`src/rtl/prince_mprime_share_serial.sv`:
```
// rtl/prince_mprime_share_serial.sv - share-serial PRINCE M' linear layer for masked states
// Optional build macro MPRIME_SR_INV_EN appends the SR^-1 nibble permutation to each share.
module prince_mprime_share_serial #(
  parameter int SHARES = 4
) (
  input  logic                  clk,
  input  logic                  rst,
  input  logic                  in_valid,
  output logic                  in_ready,
  input  logic [64*SHARES-1:0]  in_shares,
  output logic                  out_valid,
  input  logic                  out_ready,
  output logic [64*SHARES-1:0]  out_shares,
  output logic                  busy
);

  localparam int CW = (SHARES > 1) ? $clog2(SHARES) : 1;

  typedef enum logic [1:0] {
    IDLE,
    BUSY,
    DONE
  } state_t;

  state_t                  state_q, state_d;
  logic [CW-1:0]           cnt;
  logic [SHARES-1:0][63:0] in_buf;
  logic [SHARES-1:0][63:0] res_buf;
  logic                    accept;
  logic                    last;
  logic                    out_fire;

  // Each output bit is the column parity of its 4-bit group minus the one excluded nibble m.
  function automatic logic [63:0] mprime(input logic [63:0] x);
    logic [63:0] y;
    int          c;
    int          m;
    y = '0;
    for (int k = 0; k < 4; k++) begin
      c = (k == 0 || k == 3) ? 3 : 0;
      for (int r = 0; r < 4; r++) begin
        for (int b = 0; b < 4; b++) begin
          m = (b - r + c + 4) % 4;
          for (int n = 0; n < 4; n++) begin
            if (n != m) y[16*k+4*r+b] = y[16*k+4*r+b] ^ x[16*k+4*n+b];
          end
        end
      end
    end
    return y;
  endfunction

`ifdef MPRIME_SR_INV_EN
  localparam int INV [16] = '{0, 13, 10, 7, 4, 1, 14, 11, 8, 5, 2, 15, 12, 9, 6, 3};

  function automatic logic [63:0] sr_inv(input logic [63:0] x);
    logic [63:0] y;
    y = '0;
    for (int j = 0; j < 16; j++) y[4*j +: 4] = x[4*INV[j] +: 4];
    return y;
  endfunction

  function automatic logic [63:0] share_fn(input logic [63:0] x);
    return sr_inv(mprime(x));
  endfunction
`else
  function automatic logic [63:0] share_fn(input logic [63:0] x);
    return mprime(x);
  endfunction
`endif

  always_ff @(posedge clk) begin
    if (rst) state_q <= IDLE;
    else     state_q <= state_d;
  end

  always_comb begin
    state_d   = state_q;
    in_ready  = 1'b0;
    out_valid = 1'b0;
    busy      = 1'b0;
    accept    = 1'b0;
    out_fire  = 1'b0;
    last      = (cnt == CW'(SHARES - 1));
    case (state_q)
      IDLE: begin
        in_ready = 1'b1;
        accept   = in_valid;
        if (in_valid) state_d = BUSY;
      end
      BUSY: begin
        busy = 1'b1;
        if (last) state_d = DONE;
      end
      DONE: begin
        out_valid = 1'b1;
        out_fire  = out_ready;
        if (out_ready) state_d = IDLE;
      end
      default: state_d = IDLE;
    endcase
  end

  // Consumed input shares are wiped as they are transformed so no share lingers in the engine.
  always_ff @(posedge clk) begin
    if (rst) begin
      cnt     <= '0;
      in_buf  <= '0;
      res_buf <= '0;
    end else begin
      if (accept) begin
        in_buf <= in_shares;
        cnt    <= '0;
      end
      if (state_q == BUSY) begin
        res_buf[cnt] <= share_fn(in_buf[cnt]);
        in_buf[cnt]  <= '0;
        cnt          <= last ? '0 : cnt + CW'(1);
      end
      if (out_fire) res_buf <= '0;
    end
  end

  assign out_shares = out_valid ? res_buf : '0;

endmodule

```
`config.mk`:
```
export PLATFORM = sky130hd
export DESIGN_NAME = prince_mprime_share_serial
export DESIGN_NICKNAME = d
export VERILOG_FILES = /design/src/rtl/prince_mprime_share_serial.sv
export SDC_FILE = /design/constraint.sdc
export NUM_CORES = 1
export LEC_CHECK = 0
export CORE_MARGIN = 4
export CORE_UTILIZATION = 40
export DETAILED_ROUTE_END_ITERATION = 16
export PLACE_DENSITY = 0.67
export SETUP_SLACK_MARGIN = 0.15
export SYNTH_ARGS = -nofsm -noshare
export SYNTH_HDL_FRONTEND = slang
export SYNTH_SLANG_ARGS = --single-unit
export TNS_END_PERCENT = 5
```
`constraint.sdc`:
```
create_clock -name clk -period 3.1 [get_ports clk]
set_input_delay 0.62 -clock clk [delete_from_list [all_inputs] [get_ports clk]]
set_output_delay 0.62 -clock clk [all_outputs]
set_load 0.02 [all_outputs]
```
==> flow_metrics.py <==
metrics = {
    "die": {
        "rows": 84,
        "start_util_pct": 40.52,
        "die_area_mm2": 0.05721,
        "die_w_um": 239.2,
        "design.core.area_mm2": 0.05276,
        "num_io_pins": 519,
        "die_h_um": 239.2,
    },
    "setup_path": {
        "crit_slowest_cell": "clkdlybuf4s50_1",
        "cp_num_buf_inv": 3,
        "rr_startpoint": "cnt[1]$_SDFFE_PP0P_",
        "cp_slowest_stage_delay_ns": 0.64,
        "arrival_ns": 2.22,
        "crit_path_max_fanout": 40,
        "crit_chain": "nor2b_4, buf_12, buf_6, clkdlybuf4s50_1",
        "ff2ff_path_depth": 6,
        "reg2reg_to": "res_buf[64]$_SDFFE_PP0P_",
        "reg2reg_slack_ns": 0.68,
        "crit_type": "flip-flop to output port",
        "cpLargestDelayFamily": "buffers and inverters",
        "crit_path_end_kind": "output port",
        "worstPathRequired_ns": 2.48,
        "cp-start-kind": "flip-flop",
    },
    "route": {
        "wire_per_inst_um": 22.41,
        "drtIter0Drc": 1312,
        "drc_errors": 0,
        "postRouteWirelength_um": 74920,
        "num_vias": 18120,
        "antenna_left": 0,
        "drt_pass1_iterations": 5,
        "viasPerCell": 5.421,
    },
    "power": {
        "power_density_mw_per_mm2": 545.1,
        "p_comb_share_pct": 13.9,
        "max-vdd-ir-drop_mv": 0.4075,
        "seqPwrFrac_pct": 44.5,
        "p_switching_mw": 4.013,
        "switching_share_pct": 25.25,
        "p_leak_nw": 12.43,
        "finalPower_mw": 15.89,
        "clock_power_share_pct": 41.5,
        "p_int_mw": 11.88,
    },
    "hold_path": {
        "whs_endpoint": "in_buf[51]$_SDFF_PP0_",
        "hp-class": "flip-flop to flip-flop",
        "worstHoldStart": "in_buf[51]$_SDFF_PP0_",
        "whs_path_depth": 2,
    },
    "cts": {
        "cts_made_buffers": 52,
        "htreeDepth": 2,
        "insertion_delay_ns": 0.60,
        "cts.sink_count": 516,
        "clk_pin_slew_ns": 0.06,
        "cts_root_buffer": "clkbuf_16",
        "cts_tree": "built",
        "clockBufferDepth": 3,
        "cts_hold_buffers": 0,
    },
    "logic_synthesis": {
        "syn_area_per_cell_um2": 9.954,
        "synth_enable_flop_cells": 0,
        "yosysSeqAreaShare_pct": 48.31,
        "synth-seq-cells": 516,
        "synth_ff_type": "dfxtp_1",
        "syn_nets": 2412,
        "synth_top_cell_by_area": "dfxtp_1",
        "ys_top_cells_by_area": "dfxtp_1 (48%), a22o_1 (10%), nand2_1 (9.1%)",
        "synthCells": 2148,
        "yosysUniqueCellTypes": 29,
        "synth_top_area_share_pct": 48.31,
        "async_flop_share_pct": 0,
        "syn-cell-area_mm2": 0.02138,
        "ys_warn_count": 0,
    },
    "global_routing": {
        "grt_pass1_wl_um": 110700,
        "grtUsageMet1_pct": 33.52,
        "grt_pass1_vias": 18000,
        "groute.usage.overall_pct": 25.05,
        "grt_max_degree": 77,
        "antenna_found_initial": 26,
        "busiest_layer": "met2",
        "met2_usage_pct": 41.01,
        "grtUsageMet3_pct": 4.214,
        "overflow": 0,
    },
    "timing": {
        "skew_ns": 0.03651,
        "finalCritPeriodShare_pct": 91.73,
        "tightest_slew_ns": 0.6474,
        "slew_viol_final": 0,
        "worst_slew_margin_rel_pct": 56.84,
        "setup_viol": 0,
        "timing.hold.ws_ns": 0.4531,
        "hold_viol_final": 0,
        "clock.fmax_mhz": 351.7,
        "rsz0062_at_grt": "false",
        "fin_setup_tns_ns": 0,
        "fin_crit_ns": 2.844,
    },
    "status": {
        "run_status": "completed",
    },
    "final_layout": {
        "final_common_cell": "nand2_1",
        "layout_common_cells": "nand2_1 (517), dfxtp_1 (513), clkdlybuf4s50_1 (261)",
        "area_growth_pct": 36.37,
        "drive_gt1_share_pct": 8.874,
        "final_nets": 2860,
    },
    "placed_design": {
        "io_buffer_count": 518,
        "post-dp-hpwl_um": 53630,
        "gp_congestion": 0.8635,
    },
    "job": {
        "drv_cap": 0,
    },
}
==> synth_stat cells, types with 2 or more instances <==
master,count
and2_1,260
nor2b_1,2
buf_6,2
inv_1,4
buf_8,2
buf_1,6
ha_1,4
a221oi_2,4
nand2_1,517
nor3b_1,2
clkbuf_1,157
dfxtp_1,516
xor3_1,63
a21oi_1,257
a21o_1,4
a22o_1,252
o2bb2ai_1,4
mux4_2,64
nor2_1,3
buf_2,16
==> cells by family after synthesis <==
group | Yosys count | synth area share, %
compound gates | 524 | 17.01
fa+ha+maj | 4 | 0.2341
flops | 516 | 48.31
buf+inv | 188 | 3.587
xor+xnor | 64 | 7.110
simple gates | 788 | 17.00
mux | 64 | 6.742
==> metal layers <==
layer / routed length (µm) / vias up
li1: - / 8339
met1: 31660 / 8878
met2: 35740 / 757
met3: 5000 / 135
met4: 2430 / 12
met5: 91 / -
==> power by group through the flow <==
stage | Sequential [mW] | Clock [mW] | Combinational (mW)
CTS | 7.08 | 6.70 | 2.21
detailed placement | 7.22 | 0 | 2.19
floorplan | 7.15 | 0 | 1.28
global placement | 7.20 | 0 | 2.16
global route | 7.10 | 6.99 | 2.35
finish | 7.08 | 6.60 | 2.21
==> worst min-delay path, delay by kind of cell, from the launching register on <==
family,cells,cell delay (ns)
flip-flops,1,0.31
AND/OR/NAND/NOR,1,0.05
AO/OA/AOI/OAI,1,0.05
==> registers in the layout (all words and copies together) (netlist names) <==
name and flops:
cnt 2, in_buf 256, res_buf 256, state_q 2
==> worst max-delay path by stage <==
stage	start	end	slack (ns)	depth (start not counted)
global route	state_q[1]$_SDFFE_PP0P_	out_valid	0.15	4
floorplan	cnt[0]$_SDFFE_PP0P_	res_buf[54]$_SDFFE_PP0P_	0.81	8
finish	state_q[1]$_SDFFE_PP0P_	out_valid	0.26	4
detailed placement	state_q[1]$_SDFFE_PP0P_	out_shares[209]	0.34	4
global placement	state_q[1]$_SDFFE_PP0P_	out_shares[126]	0.39	4
CTS	state_q[1]$_SDFFE_PP0P_	out_shares[166]	0.10	5
==> through the flow <==
stage | area, µm² | worst slack, ns | util (%) | instances
floorplan | 21380 | 0.8126 | - | 2148
global placement | 27530 | 0.3851 | 52.18 | 3227
detailed placement | 27530 | 0.3393 | 52.18 | 3227
CTS | 29110 | 0.1011 | 55.17 | 3325
global route | 29160 | 0.1509 | 55.26 | 3343
finish | 29160 | 0.2565 | 55.26 | 3343
==> final cells by class <==
cell class                      count  area [µm²]
Clock inverter                     19       241.5
Fill cell                        4668       23600
Clock buffer                       76        1574
Inverter                            4       18.77
Sequential cell                   516       10340
Tap cell                          688       860.8
Multi-Input combinational cell   1444       10350
Timing Repair Buffer              578        5724
Antenna cell                       18       45.04
==> what timing repair did <==
item                                    in CTS  in global routing
gates cloned                                 1                  0
buffers inserted                             2                  0
endpoints found under the setup margin     254                  1
endpoints found under the hold margin        0                  0
resized for setup                          257                  1
No activity file was read; power rests on OpenSTA's default activity.
